## config.mk

```make
export PLATFORM = sky130hd
export DESIGN_NAME = cpu_run_ctrl
export DESIGN_NICKNAME = d
export VERILOG_FILES = /design/src/rtl/cpu_run_ctrl.sv
export SDC_FILE = /design/constraint.sdc
export NUM_CORES = 1
export LEC_CHECK = 0
export CAP_MARGIN = 0
export CORE_ASPECT_RATIO = 0.9
export CORE_MARGIN = 2
export CORE_UTILIZATION = 45
export DETAILED_ROUTE_END_ITERATION = 8
export PLACE_DENSITY = 0.75
export RECOVER_POWER = 50
export REMOVE_ABC_BUFFERS = 1
export SYNTH_ARGS = -nofsm -noshare
export SYNTH_HDL_FRONTEND = slang
export SYNTH_SLANG_ARGS = --single-unit
```

## constraint.sdc

```tcl
create_clock -name clk -period 2 [get_ports clk]
set_input_delay 0.3 -clock clk [delete_from_list [all_inputs] [get_ports clk]]
set_output_delay 0.3 -clock clk [all_outputs]
set_load 0.02 [all_outputs]
```

## src/rtl/cpu_run_ctrl.sv

```systemverilog
// cpu_run_ctrl: run / single-step / halt sequencer for the pipelined MIPS core.
// Replaces the divided CPU clock with a one-clk clock-enable pulse (cpu_ce) on
// the board clock, adds a cycle-count breakpoint and a stretched core reset.
module cpu_run_ctrl #(
  parameter int DIV_RATIO   = 4,
  parameter int CNT_W       = 16,
  parameter int SYNC_STAGES = 2,
  parameter int RST_CYCLES  = 4,
  parameter int AUTO_RUN    = 1
) (
  input  logic             clk,
  input  logic             reset,
  input  logic             run_req,
  input  logic             step_req,
  input  logic             halt_req,
  input  logic             bp_en,
  input  logic [CNT_W-1:0] bp_cycle,
  output logic             cpu_ce,
  output logic             cpu_rst,
  output logic [CNT_W-1:0] cycle_count,
  output logic [1:0]       state
);

  typedef enum logic [1:0] {
    ST_HALT = 2'd0,
    ST_RUN  = 2'd1,
    ST_STEP = 2'd2,
    ST_BRK  = 2'd3
  } run_state_t;

  localparam int DIV_W = $clog2(DIV_RATIO);
  localparam int RST_W = $clog2(RST_CYCLES + 1);
  localparam logic [DIV_W-1:0] DIV_LAST = DIV_W'(DIV_RATIO - 1);
  localparam logic [RST_W-1:0] RST_LAST = RST_W'(RST_CYCLES - 1);

  // Button synchroniser chain; bit 0 = run, bit 1 = step, bit 2 = halt.
  logic [2:0]       sync_q [SYNC_STAGES];
  logic [2:0]       sync_d [SYNC_STAGES];
  logic [2:0]       prev_q, prev_d;
  logic [2:0]       btn_p;
  logic             run_p, step_p, halt_p;

  logic [DIV_W-1:0] div_q, div_d;
  logic [RST_W-1:0] rst_cnt_q, rst_cnt_d;
  logic             cpu_rst_q, cpu_rst_d;
  logic [CNT_W-1:0] count_q, count_d;
  logic [CNT_W-1:0] count_inc;
  run_state_t       state_q, state_d;

  logic             running;
  logic             ce;
  logic             bp_hit;

  // Shift raw button levels through the synchroniser and keep one more stage
  // of history so a rising edge can be detected on the synchronised level.
  always_comb begin
    sync_d[0] = {halt_req, step_req, run_req};
    for (int i = 1; i < SYNC_STAGES; i++) begin
      sync_d[i] = sync_q[i-1];
    end
    prev_d = sync_q[SYNC_STAGES-1];
  end

  assign btn_p  = sync_q[SYNC_STAGES-1] & ~prev_q;
  assign run_p  = btn_p[0];
  assign step_p = btn_p[1];
  assign halt_p = btn_p[2];

  // The enable is a pure decode of registered state so it never glitches from inputs.
  assign running   = (state_q == ST_RUN) || (state_q == ST_STEP);
  assign ce        = running && (div_q == DIV_LAST) && !cpu_rst_q;
  assign count_inc = count_q + CNT_W'(1);
  // The breakpoint compares the count as it will be after this pulse.
  assign bp_hit    = ce && bp_en && (count_inc == bp_cycle);
  assign count_d   = ce ? count_inc : count_q;

  // Reset stretch and run-state transitions (halt > step > run priority).
  always_comb begin
    rst_cnt_d = rst_cnt_q;
    cpu_rst_d = cpu_rst_q;
    state_d   = state_q;
    if (cpu_rst_q) begin
      // Buttons are ignored until the core comes out of reset.
      if (rst_cnt_q == RST_LAST) begin
        cpu_rst_d = 1'b0;
        state_d   = (AUTO_RUN != 0) ? ST_RUN : ST_HALT;
      end else begin
        rst_cnt_d = rst_cnt_q + RST_W'(1);
      end
    end else begin
      case (state_q)
        ST_HALT, ST_BRK: begin
          if (halt_p) begin
            state_d = ST_HALT;
          end else if (step_p) begin
            state_d = ST_STEP;
          end else if (run_p) begin
            state_d = ST_RUN;
          end
        end
        ST_RUN: begin
          if (halt_p) begin
            state_d = ST_HALT;
          end else if (bp_hit) begin
            state_d = ST_BRK;
          end
        end
        ST_STEP: begin
          // Either the single pulse has just been issued or the step was aborted.
          if (halt_p || ce) begin
            state_d = ST_HALT;
          end
        end
        default: state_d = ST_HALT;
      endcase
    end
  end

  // Prescaler advances only while staying in RUN/STEP; any entry or stop zeroes it.
  always_comb begin
    div_d = '0;
    if (running && (state_d == state_q) && (div_q != DIV_LAST)) begin
      div_d = div_q + DIV_W'(1);
    end
  end

  // All state registers; reset clears everything and holds the core in reset.
  always_ff @(posedge clk or posedge reset) begin
    if (reset) begin
      for (int i = 0; i < SYNC_STAGES; i++) begin
        sync_q[i] <= '0;
      end
      prev_q    <= '0;
      div_q     <= '0;
      rst_cnt_q <= '0;
      cpu_rst_q <= 1'b1;
      count_q   <= '0;
      state_q   <= ST_HALT;
    end else begin
      for (int i = 0; i < SYNC_STAGES; i++) begin
        sync_q[i] <= sync_d[i];
      end
      prev_q    <= prev_d;
      div_q     <= div_d;
      rst_cnt_q <= rst_cnt_d;
      cpu_rst_q <= cpu_rst_d;
      count_q   <= count_d;
      state_q   <= state_d;
    end
  end

  assign cpu_ce      = ce;
  assign cpu_rst     = cpu_rst_q;
  assign cycle_count = count_q;
  assign state       = state_q;

endmodule
```

; Yosys cells after proc, flatten, opt, wreduce, memory -nomap -nowiden
; Cells that the tools add are included.
[totals]
word_cells = 46
register_bits = 33
out_inout_bits = 20
inputBits = 22
[classes]
bitwise_logic = 3
eq_ne = 8
addsub = 3
muxes = 12
n_reduce_logical = 12
[op_table]
columns = op, n
row1 = 2-bit two-way mux, 9
row2 = "16-bit by 1-bit adder with 16-bit output, second input constant", 1
row3 = 16-bit == test, 1
row4 = "2-bit == test, second input constant", 3
row5 = 1-bit logical AND, 6
row6 = 2-bit one-hot mux with 3 select lines, 1
row7 = "3-bit by 1-bit adder with 3-bit output, second input constant", 1
row8 = 3-bit bitwise AND, 1
row9 = "3-bit by 2-bit == test with 1-bit output, second input constant", 1
row10 = 3-bit NOT, 1
row11 = "2-bit by 1-bit adder with 2-bit output, second input constant", 1
row12 = "2-bit by 1-bit == test with 1-bit output, second input constant", 1
row13 = 2-bit == test, 1
row14 = 2-bit logical NOT, 1
row15 = 1-bit logical OR, 2
row16 = 1-bit two-way mux, 2
row17 = "2-bit inequality test, second input constant", 1
row18 = 2-bit AND reduction, 1
row19 = 2-bit OR reduction, 1
row20 = 1-bit logical NOT, 1
row21 = 1-bit NOT, 1

; Longest topological paths before layout
[depth]
word_depth = 14
depth_mapped = 10
mapped_depth_nobuf = 9

; Least setup slack after synthesis
; OpenSTA, ideal clock, no wires.
[synth_path]
path_kind = register to register
startpoint = register state_q[0] (netlist: state[0])
endpoint = register state_q[0] (netlist: state[0])
path_buffers = 1
path_stages_with_launch = 11
setup_time_ns = 0.077
arrival_ns = 2.293
synth_period_minus_slack_ns = 2.370
t_required_ns = 1.923
setup_slack_ns = -0.370
path_cell_list = dfrtp_1 > inv_1 > ha_1 > or3b_1 > buf_2 > inv_2 > nand4_1 > a21oi_1 > o2111a_1 > nand4_1 > a21oi_1
[synth_via]
elab_chain_len = 10
elab_cells_between_ends = 20
cone_classes = eq/ne (3) / mux (9) / reduce/logical (8)
[synth_lines]
columns = item, line_no
row1 = "start, declared", 48  ; run_state_t state_q, state_d;
row2 = "start signal, assigned", 148  ; state_q <= state_d;
row3 = 2-bit by 1-bit == test with 1-bit output / 2-bit == test (equally long branches), 70  ; assign running = (state_q == ST_RUN) || (state_q == ST_STEP);
row4 = 1-bit logical OR (*), 70
row5 = 1-bit logical AND (*) (2 in series), 71  ; assign ce = running && (div_q == DIV_LAST) && !cpu_rst_q;
row6 = net cpu_ce, 18  ; output logic cpu_ce,
row7 = 1-bit logical AND (2 in series), 74  ; assign bp_hit = ce && bp_en && (count_inc == bp_cycle);
row8 = 2-bit two-way mux, 104  ; end else if (bp_hit) begin
row9 = 2-bit two-way mux, 102  ; if (halt_p) begin
row10 = 2-bit one-hot mux with 3 select lines (*), 91  ; case (state_q)
row11 = 2-bit two-way mux (*), 82  ; if (cpu_rst_q) begin
row12 = net state_d[0], 48
; The timed path passes the listed nets; every way through them passes the cells marked *.
; A chain may end at the register's enable or synchronous reset.

; Final worst setup path
[layout_path]
startpoint = register state_q[0] (netlist: state[0])
endpoint = register div_q[0]
[layout_via]
elab_chain_len = 14
elab_cells_between_ends = 24
cone_classes = eq/ne (4) / mux (10) / reduce/logical (10)
[layout_lines]
columns = item, line_no
row1 = 2-bit by 1-bit == test with 1-bit output / 2-bit == test (equally long branches), "70, 91"
row2 = 1-bit logical OR, 70
row3 = 1-bit logical AND (2 in series), 71
row4 = 1-bit logical AND (2 in series), 74
row5 = 2-bit two-way mux, 104
row6 = 2-bit two-way mux, 102
row7 = 2-bit one-hot mux with 3 select lines, 91
row8 = 2-bit two-way mux, 82
row9 = 2-bit == test, 122  ; if (running && (state_d == state_q) && (div_q != DIV_LAST)) begin
row10 = 1-bit logical AND (*) (2 in series), 122
row11 = 2-bit two-way mux (*), 122
row12 = net div_d[0], 43  ; logic [DIV_W-1:0] div_q, div_d;
row13 = "end signal, assigned", 144  ; div_q <= div_d;
row14 = "end, declared", 43
; Marked as above.

==> run summary <==
Status: completed
Maximum vdd drop: 0.563 mV
Crit path max fanout: 8
Design internal power: 1500 uW
Sequential power share: 0.352
Leakage: 0.00115 uW
First-pass GRT wire length: 7.42 mm
Final setup vio count: 0
Worst Max-Slew Pin Slew: 786 ps
Initial Util: 0.465
Worst Clk Skew: 2.99 ps
GR Util All Layers: 0.204
Synthesized flop and latch total: 33
Clock power share: 0.288
Synth top area share: 0.425
Fin nets: 291
Arr. time, crit path: 2150 ps
Die area: 4720 sq um
Synth top cells by count: dfrtp_1 (32), xnor2_1 (27), nand2_1 (18)
Clock Sinks: 33
Power, Total: 2180 uW
Met1 Use GR: 0.269
Worst-path clk slew: 70 ps
Worst Hold Class: reg2reg
Diodes inserted: 0
Critical Path Max Stage Delay: 390 ps
Netlist cell types: 43
DRT Pass-1 Iters: 4
Routing usage on met2: 0.335
Grt peak-use layer: met2
Via density: 5.33
CP cell instances: inv_2, ha_4, or3b_4, buf_4, a21oi_2, nor2_1, a21oi_2, a211o_1, nor2_1
Core Region: 4050 sq um
Layout Cells excl Fill: 312
Setup WS pre-CTS: -138 ps
Syn Area/Cell: 9.76 sq um
Synthesized cell area: 1880 sq um
Synth Area in XOR/XNOR: 0.177
Largest net degree at the start of global routing: 34
Placed cell count: 299
DP HPWL: 3.32 mm
Vias in the first global route: 1615
GRT overflow: 0
Switching Power: 683 uW
I/O pins: 42
Final min period: 1970 ps
Routability Congestion: 0.881
Post-Route WL: 4.43 mm
Comb power frac: 0.359
CTS H-tree lvls: 2
Cell area power density: 796 nW/um^2
Area contributors post-synth: dfrtp_1 (43%), xnor2_1 (13%), xor2_1 (5.1%), ha_1 (4.0%), nand2_1 (3.6%)
Setup crit start kind: flop
Post-Synth Simple-Gate Area: 0.197
Die H: 65.4 um
Share of layout cells above drive strength 1: 0.227
FP Rows: 22
CTS Buf Count: 5
Synth warn: 0
Mux share of post-synthesis cell area: 0.00532
Setup tns final: 0 ps
Post-Synth Adder-Cell Area: 0.0399
Unrepaired setup endpoints after global routing: true
Combinational family with the most area after synthesis: simple AND/OR/NAND/NOR gates
Final Hold Vio Count: 0
Drt wl/cell: 14.2 um
GRT met3 Usage: 0.0506
Number of synthesized flops with an enable pin: 0
Critical path required time: 2180 ps
Final ANT Viol Nets: 0
Clock root cell: clkbuf_8
Sw frac: 0.314
Cell with the most instances after synthesis: dfrtp_1
Crit end category: flop
Max-Cap Viols: 0
Cells after Synth: 193
Ys async rst share: 1.00
Clock Path Buffers: 2
Number of port buffers: 41
Clk_lat worst skew: 280 ps
Drc violations: 0
Die W: 72.2 um
Sequential share of the synthesized area: 0.439
Setup WS post-layout: 31.2 ps
Fmax: 508 MHz
Area Growth Syn to Fin: 45.3%
Kind of critical path: reg2reg
CTS Hold Buffers Added: 0
Antenna violations before repair: 0
Crit-path slowest cell: dfrtp_1
Drt initial violations: 54
Ys flop type: dfrtp_1
TritonCTS clock tree: done
Post-synthesis compound-gate area fraction: 0.0983
Max-slew violations: 0
CP bufs+invs: 2
Routed vias: 1664
Area leader, netlist: dfrtp_1
Relative slew slack: 0.476
Final period util: 0.984
Family with the most delay on the worst path: compound AO/OA/AOI/OAI gates
final timing paths:
kind | start | to | slack, ps | cells after the start
worst max-delay path | state[0] | div_q[0] | 30 | 9
worst max register to register | state[0] | div_q[0] | 30 | 9
worst min register to register | sync_d[0] | prev_d[0] | 350 | 0
worst min-delay path | sync_d[0] | prev_d[0] | 350 | 0
min in group asynchronous | reset | sync_d[1] | 700 | 3
max in group asynchronous | reset | cycle_count[2] | 760 | 3
routing by layer:
layer | wire [um] | part of all wire
met2 | 2170 | 0.49
met5 | 0 | 0
met1 | 1960 | 0.44
met3 | 275 | 0.062
met4 | 22 | 0.0050
sequential cells by signal, summed over array words and instances, names as in the netlist:
signal and count:
cpu_rst 1, state 2, prev_q 3, sync_d 3
prev_d 3, cycle_count 16, div_q 2, rst_cnt_q 3
cell families after synthesis:
kind of cell	after synthesis
AND/OR/NAND/NOR	72
buffers and inverters	17
XOR/XNOR	38
flip-flops	33
multiplexers	1
AO/OA/AOI/OAI	26
adder cells (fa/ha/maj)	6
area by class of cell:
cell class	count	area, sq um
flip-flops and latches	33	828
fillers	320	1310
inverters	9	33.8
multi-input cells	143	1050
well taps	48	60.1
repair buffers	71	647
clock buffers	5	68.8
clock inverters	3	46.3
per-stage QoR:
stage          area [sq um]  utilization  hold WS [ps]
2_1_floorplan          1830            -           331
3_3_place_gp           2490        0.616           333
3_5_place_dp           2490        0.616           335
4_1_cts                2630        0.649           352
5_1_grt                2740        0.676           364
6_report               2740        0.676           351
power by group through the flow:
| stage | logic, uW | registers, uW | clock network [uW] |
|---|---|---|---|
| global placement | 673 | 772 | 0 |
| CTS | 747 | 764 | 642 |
| detailed placement | 702 | 775 | 0 |
| finish | 783 | 767 | 628 |
| floorplan | 328 | 835 | 0 |
| global route | 847 | 778 | 677 |
cell usage in the layout (no fill, tap or decap), types with 2 or more instances in the layout:
cell type and n:
a211o_1 2, nor3_2 2, dlygate4sd3_1 4, nand4_1 7, inv_1 7, inv_2 2
buf_4 28, xnor2_1 27, nand2_1 18, nor2b_1 3, nand3_1 7, ha_1 5
xor2_1 11, dfrtp_1 31, clkbuf_8 5, nor2_1 16, nor3_1 3, a21oi_2 4
clkdlybuf4s50_1 36, nor4_2 3, o21ai_0 5, o22ai_1 2, nor4_1 4
what timing repair did:
item | 4_1_cts | 5_1_grt
pin swaps | 4 | 5
gates resized for setup | 11 | 12
setup buffers | 0 | 5
endpoints found under the setup margin | 7 | 5
Note: power is estimated with default switching activity, not from simulation.
